==> config.mk <==
export PLATFORM = sky130hd
export DESIGN_NAME = divisor
export DESIGN_NICKNAME = d
export VERILOG_FILES = /design/src/rtl/div_pkg.sv /design/src/rtl/div_step.sv /design/src/rtl/divisor.sv
export SDC_FILE = /design/constraint.sdc
export NUM_CORES = 1
export LEC_CHECK = 0
export CORE_ASPECT_RATIO = 1.75
export CORE_MARGIN = 2
export CORE_UTILIZATION = 55
export CTS_CLUSTER_SIZE = 28
export DETAILED_ROUTE_END_ITERATION = 8
export DONT_BUFFER_PORTS = 1
export PLACE_DENSITY = 0.7
export SLEW_MARGIN = 20
export SYNTH_ARGS = -nofsm -noshare
export SYNTH_HDL_FRONTEND = slang
export SYNTH_HIERARCHICAL = 1
export SYNTH_SLANG_ARGS = --single-unit
==> constraint.sdc <==
create_clock -name clk -period 4.04 [get_ports clk]
set_input_delay 1.01 -clock clk [delete_from_list [all_inputs] [get_ports clk]]
set_output_delay 1.01 -clock clk [all_outputs]
set_load 0.02 [all_outputs]
==> src/rtl/div_pkg.sv <==
// -----------------------------------------------------------------------------
// div_pkg
// Shared definitions for the multicycle signed divider: FSM state encoding,
// operand width, iteration count and iteration-counter width.
// -----------------------------------------------------------------------------
package div_pkg;

  localparam int DIV_WIDTH = 32;
  // One restoring step retires one quotient bit, so iterations == width.
  localparam int DIV_ITER  = DIV_WIDTH;
  // Wide enough to hold DIV_ITER itself.
  localparam int CNT_W     = $clog2(DIV_WIDTH) + 1;

  typedef enum logic [1:0] {
    IDLE = 2'd0,
    CALC = 2'd1,
    SIGN = 2'd2,
    DONE = 2'd3
  } div_state_t;

endpackage

==> src/rtl/div_step.sv <==
// -----------------------------------------------------------------------------
// div_step
// One combinational restoring-division step on unsigned magnitudes.
// The dividend sits in the quotient register and is shifted out MSB first
// while quotient bits are shifted in at the bottom.
// Ports:
//   rem_i  : partial remainder before this step
//   quo_i  : dividend/quotient shift register before this step
//   dvsr_i : unsigned divisor magnitude
//   rem_o  : partial remainder after this step
//   quo_o  : dividend/quotient shift register after this step
// -----------------------------------------------------------------------------
module div_step #(
  parameter int WIDTH = 32
) (
  input  logic [WIDTH-1:0] rem_i,
  input  logic [WIDTH-1:0] quo_i,
  input  logic [WIDTH-1:0] dvsr_i,
  output logic [WIDTH-1:0] rem_o,
  output logic [WIDTH-1:0] quo_o
);

  logic [WIDTH-1:0] rem_shift_s;
  logic [WIDTH:0]   diff_s;

  // Shift in the next dividend bit and trial-subtract the divisor.
  always_comb begin
    rem_shift_s = {rem_i[WIDTH-2:0], quo_i[WIDTH-1]};
    // The extra bit is the borrow: set when rem_shift_s < dvsr_i.
    diff_s      = {1'b0, rem_shift_s} - {1'b0, dvsr_i};
    if (diff_s[WIDTH] == 1'b0) begin
      rem_o = diff_s[WIDTH-1:0];
      quo_o = {quo_i[WIDTH-2:0], 1'b1};
    end else begin
      rem_o = rem_shift_s;
      quo_o = {quo_i[WIDTH-2:0], 1'b0};
    end
  end

endmodule

==> src/rtl/divisor.sv <==
// -----------------------------------------------------------------------------
// divisor
// Multicycle signed divider (MIPS DIV). Fixed latency: started in cycle 0,
// DivOut pulses in cycle 34. Truncating division: quotient rounds toward
// zero, remainder takes the dividend's sign.
// Ports:
//   clk        : system clock, rising edge
//   Reset      : synchronous active-high reset
//   A          : dividend (two's complement)
//   B          : divisor (two's complement)
//   DivIn      : start request, sampled only while idle
//   DivOut     : one-cycle done pulse, results valid in that cycle
//   DivZero    : one-cycle divide-by-zero pulse
//   resultHigh : remainder (to HI)
//   resultLow  : quotient (to LO)
// -----------------------------------------------------------------------------
module divisor
  import div_pkg::*;
#(
  parameter int WIDTH = DIV_WIDTH
) (
  input  logic             clk,
  input  logic             Reset,
  input  logic [WIDTH-1:0] A,
  input  logic [WIDTH-1:0] B,
  input  logic             DivIn,
  output logic             DivOut,
  output logic             DivZero,
  output logic [WIDTH-1:0] resultHigh,
  output logic [WIDTH-1:0] resultLow
);

  localparam logic [CNT_W-1:0] LAST_STEP = CNT_W'(DIV_ITER - 1);

  div_state_t       state_q;
  logic [CNT_W-1:0] counter_q;
  logic [WIDTH-1:0] rem_q;
  logic [WIDTH-1:0] quo_q;
  logic [WIDTH-1:0] dvsr_q;
  logic             qneg_q;
  logic             rneg_q;
  logic             div_out_q;
  logic             div_zero_q;
  logic [WIDTH-1:0] res_hi_q;
  logic [WIDTH-1:0] res_lo_q;

  logic [WIDTH-1:0] abs_a_d;
  logic [WIDTH-1:0] abs_b_d;
  logic             b_zero_d;
  logic [WIDTH-1:0] step_rem_d;
  logic [WIDTH-1:0] step_quo_d;
  logic [WIDTH-1:0] fix_lo_d;
  logic [WIDTH-1:0] fix_hi_d;

  // Operand magnitudes; the most negative value maps onto itself, which is
  // the correct unsigned magnitude.
  always_comb begin
    if (A[WIDTH-1] == 1'b1) begin
      abs_a_d = {WIDTH{1'b0}} - A;
    end else begin
      abs_a_d = A;
    end
    if (B[WIDTH-1] == 1'b1) begin
      abs_b_d = {WIDTH{1'b0}} - B;
    end else begin
      abs_b_d = B;
    end
    b_zero_d = (B == {WIDTH{1'b0}});
  end

  // Sign fix-up of the unsigned quotient and remainder.
  always_comb begin
    if (qneg_q == 1'b1) begin
      fix_lo_d = {WIDTH{1'b0}} - quo_q;
    end else begin
      fix_lo_d = quo_q;
    end
    if (rneg_q == 1'b1) begin
      fix_hi_d = {WIDTH{1'b0}} - rem_q;
    end else begin
      fix_hi_d = rem_q;
    end
  end

  div_step #(
    .WIDTH (WIDTH)
  ) u_step (
    .rem_i  (rem_q),
    .quo_i  (quo_q),
    .dvsr_i (dvsr_q),
    .rem_o  (step_rem_d),
    .quo_o  (step_quo_d)
  );

  // Control FSM, iteration datapath and registered outputs.
  always_ff @(posedge clk) begin
    if (Reset) begin
      state_q    <= IDLE;
      counter_q  <= {CNT_W{1'b0}};
      rem_q      <= {WIDTH{1'b0}};
      quo_q      <= {WIDTH{1'b0}};
      dvsr_q     <= {WIDTH{1'b0}};
      qneg_q     <= 1'b0;
      rneg_q     <= 1'b0;
      div_out_q  <= 1'b0;
      div_zero_q <= 1'b0;
      res_hi_q   <= {WIDTH{1'b0}};
      res_lo_q   <= {WIDTH{1'b0}};
    end else begin
      // Both status outputs are single-cycle pulses unless re-asserted below.
      div_out_q  <= 1'b0;
      div_zero_q <= 1'b0;
      case (state_q)
        IDLE: begin
          if (DivIn && !b_zero_d) begin
            quo_q     <= abs_a_d;
            dvsr_q    <= abs_b_d;
            qneg_q    <= A[WIDTH-1] ^ B[WIDTH-1];
            rneg_q    <= A[WIDTH-1];
            rem_q     <= {WIDTH{1'b0}};
            counter_q <= {CNT_W{1'b0}};
            state_q   <= CALC;
          end else if (DivIn) begin
            // Divide by zero: flag it, leave results untouched, stay idle.
            div_zero_q <= 1'b1;
            state_q    <= IDLE;
          end else begin
            state_q <= IDLE;
          end
        end
        CALC: begin
          rem_q     <= step_rem_d;
          quo_q     <= step_quo_d;
          counter_q <= counter_q + CNT_W'(1);
          if (counter_q == LAST_STEP) begin
            state_q <= SIGN;
          end else begin
            state_q <= CALC;
          end
        end
        SIGN: begin
          res_lo_q  <= fix_lo_d;
          res_hi_q  <= fix_hi_d;
          div_out_q <= 1'b1;
          state_q   <= DONE;
        end
        DONE: begin
          // DivOut was raised on entry; it drops on the way back to IDLE.
          state_q <= IDLE;
        end
        default: begin
          state_q <= IDLE;
        end
      endcase
    end
  end

  assign DivOut     = div_out_q;
  assign DivZero    = div_zero_q;
  assign resultHigh = res_hi_q;
  assign resultLow  = res_lo_q;

endmodule

; After elaboration in Yosys (flattened, before gate mapping)
; Index checks and enable logic that the tools add are counted.
[op_classes]
n_reduce_logical = 8
n_addsub = 6
n_bitwise = 2
muxes = 17
n_eq_ne = 5
[ops]
columns = cell, n
row1 = two-way mux 32 bit, 7
row2 = one-hot mux 32 bit (2 select lines), 2
row3 = subtractor 1 x 32 -> 32 bit (first input constant), 4
row4 = subtractor 32 x 32 -> 33 bit, 1
row5 = logical NOT 32 bit, 1
row6 = one-hot mux 6 bit (2 select lines), 1
row7 = one-hot mux 2 bit (4 select lines), 1
row8 = adder 6 x 1 -> 6 bit (second input constant), 1
row9 = equality test 6 x 5 -> 1 bit (second input constant), 1
row10 = two-way mux 6 bit, 1
row11 = equality test 2 bit (second input constant), 2
row12 = two-way mux 1 bit, 4
row13 = AND reduction 2 bit, 2
row14 = OR reduction 3 bit, 1
row15 = equality test 2 x 1 -> 1 bit (second input constant), 1
row16 = logical NOT 2 bit, 1
row17 = two-way mux 2 bit, 1
row18 = inequality test 2 bit (second input constant), 1
row19 = nonzero test 2 bit, 1
row20 = logical AND 1 bit, 1
row21 = logical NOT 1 bit, 1
row22 = NOT 1 bit, 1
row23 = XOR 1 bit, 1
[totals]
in_bits = 67
ff_bits = 172

; Logic depth before layout (Yosys ltp)
[depth]
word_depth = 5
mapped_depth = 14

; By module
; Netlist, hierarchy kept.
[by_module_without_submodules]
columns = mod, n_inst, cells_per_inst, seq_area_each_um2, area_per_inst_um2
row1 = divisor, 1, 1003, 3443.3, 8552.0
row2 = div_step, 1, 387, 0.0, 2458.6

; Worst setup path after synthesis
; Ideal clock, no wire load.
[synth_path]
path_type = input-to-reg
start = in B[14]
end = reg quo_q[6]
path_slack_ns = 0.590
cell_stages = 9
setup_ns = 0.134
t_required_ns = 3.906
path_buffers = 3
arrival_time_ns = 3.315
path_cell_list = or4_1 -> buf_2 -> or4_1 -> buf_2 -> o41ai_4 -> nand2_4 -> buf_6 -> o22ai_1 -> nor3_1
[synth_between]
elab_chain_len = 5
[synth_lines]
columns = element, line_no
row1 = start: declaration, divisor.sv:25  ; input logic [WIDTH-1:0] B,
row2 = logical NOT 32 bit, divisor.sv:68  ; b_zero_d = (B == {WIDTH{1'b0}});
row3 = logical NOT 1 bit, divisor.sv:115  ; if (DivIn && !b_zero_d) begin
row4 = logical AND 1 bit, divisor.sv:115
row5 = inequality test 2 bit (no line), -
row6 = AND reduction 2 bit (no line), -
row7 = end signal: assignment, divisor.sv:101  ; quo_q <= {WIDTH{1'b0}};
row8 = end signal: assignment, divisor.sv:116  ; quo_q <= abs_a_d;
row9 = end signal: assignment, divisor.sv:133  ; quo_q <= step_quo_d;
row10 = end: declaration, divisor.sv:38  ; logic [WIDTH-1:0] quo_q;
; No other way between the ends.
; A chain may end at the register's enable or synchronous reset.

; Worst setup path after layout
[layout_path]
start = reg quo_q[31]
end = reg rem_q[21]
[layout_between]
elab_chain_len = 3
[layout_lines]
columns = element, line_no
row1 = subtractor 32 x 32 -> 33 bit, div_step.sv:30  ; diff_s = {1'b0, rem_shift_s} - {1'b0, dvsr_i};
row2 = two-way mux 32 bit, div_step.sv:31  ; if (diff_s[WIDTH] == 1'b0) begin
row3 = via step_rem_d[21], divisor.sv:50  ; logic [WIDTH-1:0] step_rem_d;
row4 = one-hot mux 32 bit (2 select lines), divisor.sv:113  ; case (state_q)
row5 = end signal: assignment, divisor.sv:100  ; rem_q <= {WIDTH{1'b0}};
row6 = end signal: assignment, divisor.sv:120  ; rem_q <= {WIDTH{1'b0}};
row7 = end signal: assignment, divisor.sv:132  ; rem_q <= step_rem_d;
row8 = end: declaration, divisor.sv:37  ; logic [WIDTH-1:0] rem_q;
; The timed path passes the listed nets, and every way through them passes these cells.

==> flow_summary.yaml <==
worst_setup_path:
  crit_type: "flop to flop"
  endpoint_kind: "flop"
  critPathLaunchType: "flop"
  cp.required_ps: 4430
  path_max_fanout: 25
  cp.arrival_ps: 3720
global_route:
  grt_pass1_vias: 9821
  grt_max_degree: 131
  grt_pass1_wl_um: 50600
  antenna_found_initial: 0
  grt_usage: 0.302
  gr-total-overflow: 0
clock_tree:
  clock_latency_ps: 440
  clockBufferDepth: 2
  ctsResizeCount: 0
  cts_buffers: 17
  cts-root-buf: "clkbuf_16"
  cts_setup_buffers: 0
  cts_tree: "built"
  cts.clk_slew.worst_paths_ps: 70
  cts_hold_repair.buffers: 0
  htree_levels: 4
  cts_sinks: 172
power:
  powerDensity_nw_per_um2: 416
  ir_drop_uv: 283
  p_leak_uw: 0.00426
  p_total_uw: 4800
floorplanning:
  die_x_um: 111
  initial_core_util: 0.560
  die_area_um2: 21200
  dieHeight_um: 191
  num_rows: 68
  num_io_pins: 133
  placeableCoreArea_um2: 19700
layout:
  final_common_cell: "nor2_1"
  utilization: 0.586
  drive_gt1_frac: 0.0627
  diodes: 0
  layout.nets: 1416
  final_cell_mix: "nor2_1 (174), dfxtp_1 (172), nand2_1 (109)"
  syn_to_final_growth_pct: 4.66
logic_synthesis:
  yosys.area.top_type_share: 0.313
  synth_edf_count: 0
  ys_ff_latch: 172
  async_flop_share: 0
  syn_avg_cell_area_um2: 7.92
  syn-num-nets: 1495
  yosysWarnings: 6
  netlist_top_cells_area: "dfxtp_1 (31%), xor2_1 (7.7%), nor2_1 (6.0%)"
  yosys_most_used_dff: "dfxtp_1"
  netlist_area_um2: 11000
  synthCells: 1390
  yosysSeqAreaShare: 0.313
  yosysUniqueCellTypes: 75
  synth_area_leader_cell: "dfxtp_1"
timing:
  slew_headroom: 0.378
  slew_viol_final: 0
  setup_tns_ps: 0
  setup_violations: 0
  hold_viol: 0
  worstMarginPinSlew_ps: 931
  fin_worst_skew_ps: 8.23
  post-route-period-util: 0.823
  rsz0062_at_grt: "no"
  timing.final.crit_period_ps: 3330
  max_freq_ghz: 0.301
drt:
  wl_per_cell_um: 20.5
  first_pass_iters: 7
  drt_wl_total_um: 32200
  drc: 0
  via_per_inst: 6.36
  vias: 9981
  ant_nets: 0
  drtIter0Drc: 598
placed_design:
  dpl.hpwl_um: 24300
  io_buffers: 0
  gp_congestion: 0.984
flow_run:
  drv_cap: 0
run_status:
  outcome: "finished clean"
hold_path:
  hp-class: "flop to flop"
per-layer routing:
metal  GRT usage  share of wire  routed length [um]
met2       0.588           0.55               17700
met4       0.252          0.090                2890
met3      0.0438          0.033                1060
met1       0.269           0.33               10600
met5           0              0                   0
critical path, cell delays in order, from the launching register on:
cell and delay (ps):
dfxtp_1 440, inv_1 80, ha_1 250, fa_1 420
nor2b_1 160, o31ai_1 140, a211oi_1 290, nor2_2 100
a31oi_2 280, a311oi_4 150, buf_4 250, o31ai_1 490
a22o_1 220
cell families (layout without fill, tap and decap cells):
kind of cell | after synthesis | in the layout | synth area share
buf+inv | 172 | 106 | 0.0734
simple gates | 446 | 446 | 0.188
compound gates | 415 | 415 | 0.264
fa+ha+maj | 38 | 38 | 0.0439
xor+xnor | 140 | 140 | 0.111
flops | 172 | 172 | 0.313
mux | 7 | 7 | 0.00682
registers in the layout (all words and copies together) (netlist names), named ones only:
name	count
dvsr_q	32
quo_q	32
rem_q	32
resultHigh	32
resultLow	32
counter_q	6
DivOut	1
DivZero	1
qneg_q	1
rneg_q	1
state_q	1
through the flow:
stage | setup slack, ps | std cells | hold slack, ps | cell area, um2
6_report | 714 | 1569 | 488 | 11500
3_5_place_dp | 468 | 1537 | 478 | 10900
2_1_floorplan | 590 | 1390 | 440 | 11000
3_3_place_gp | 501 | 1537 | 467 | 10900
4_1_cts | 776 | 1569 | 490 | 11500
5_1_grt | 477 | 1569 | 519 | 11500
final timing paths:
| path | endpoint | slack (ps) | startpoint | cells after the start |
|---|---|---|---|---|
| max | rem_q[21] | 710 | quo_q[31] | 12 |
| min | dvsr_q[30] | 490 | dvsr_q[30] | 2 |
| max reg2reg | rem_q[21] | 710 | quo_q[31] | 12 |
| min reg2reg | dvsr_q[30] | 490 | dvsr_q[30] | 2 |
layout make-up:
type                            count  area (um2)
Inverter                           54         203
Sequential cell                   172        3440
Multi-Input combinational cell   1046        6790
Timing Repair Buffer               20         175
Fill cell                        1858        8130
Clock inverter                     15         178
Clock buffer                       17         425
Tap cell                          245         307
report_power, final:
| group | internal [uW] | leakage (uW) | switching [uW] |
|---|---|---|---|
| logic | 480 | 0.00257 | 731 |
| registers | 1780 | 0.00140 | 134 |
| clock network | 885 | 0.000293 | 791 |
| total | 3140 | 0.00426 | 1660 |
synthesized netlist by cell type (all sizes together) (15+ instances only):
cell type	number
nor2	176
dfxtp	172
nand2	110
xor2	97
o21ai	78
a211oi	76
a21oi	72
clkbuf	72
inv	53
buf	46
xnor2	43
o31ai	42
ha	37
a22o	34
nor3	32
o41ai	26
or3	23
or4	21
a31oi	19
nand3	18
nor4	15
(Power assumes the default switching activity.)
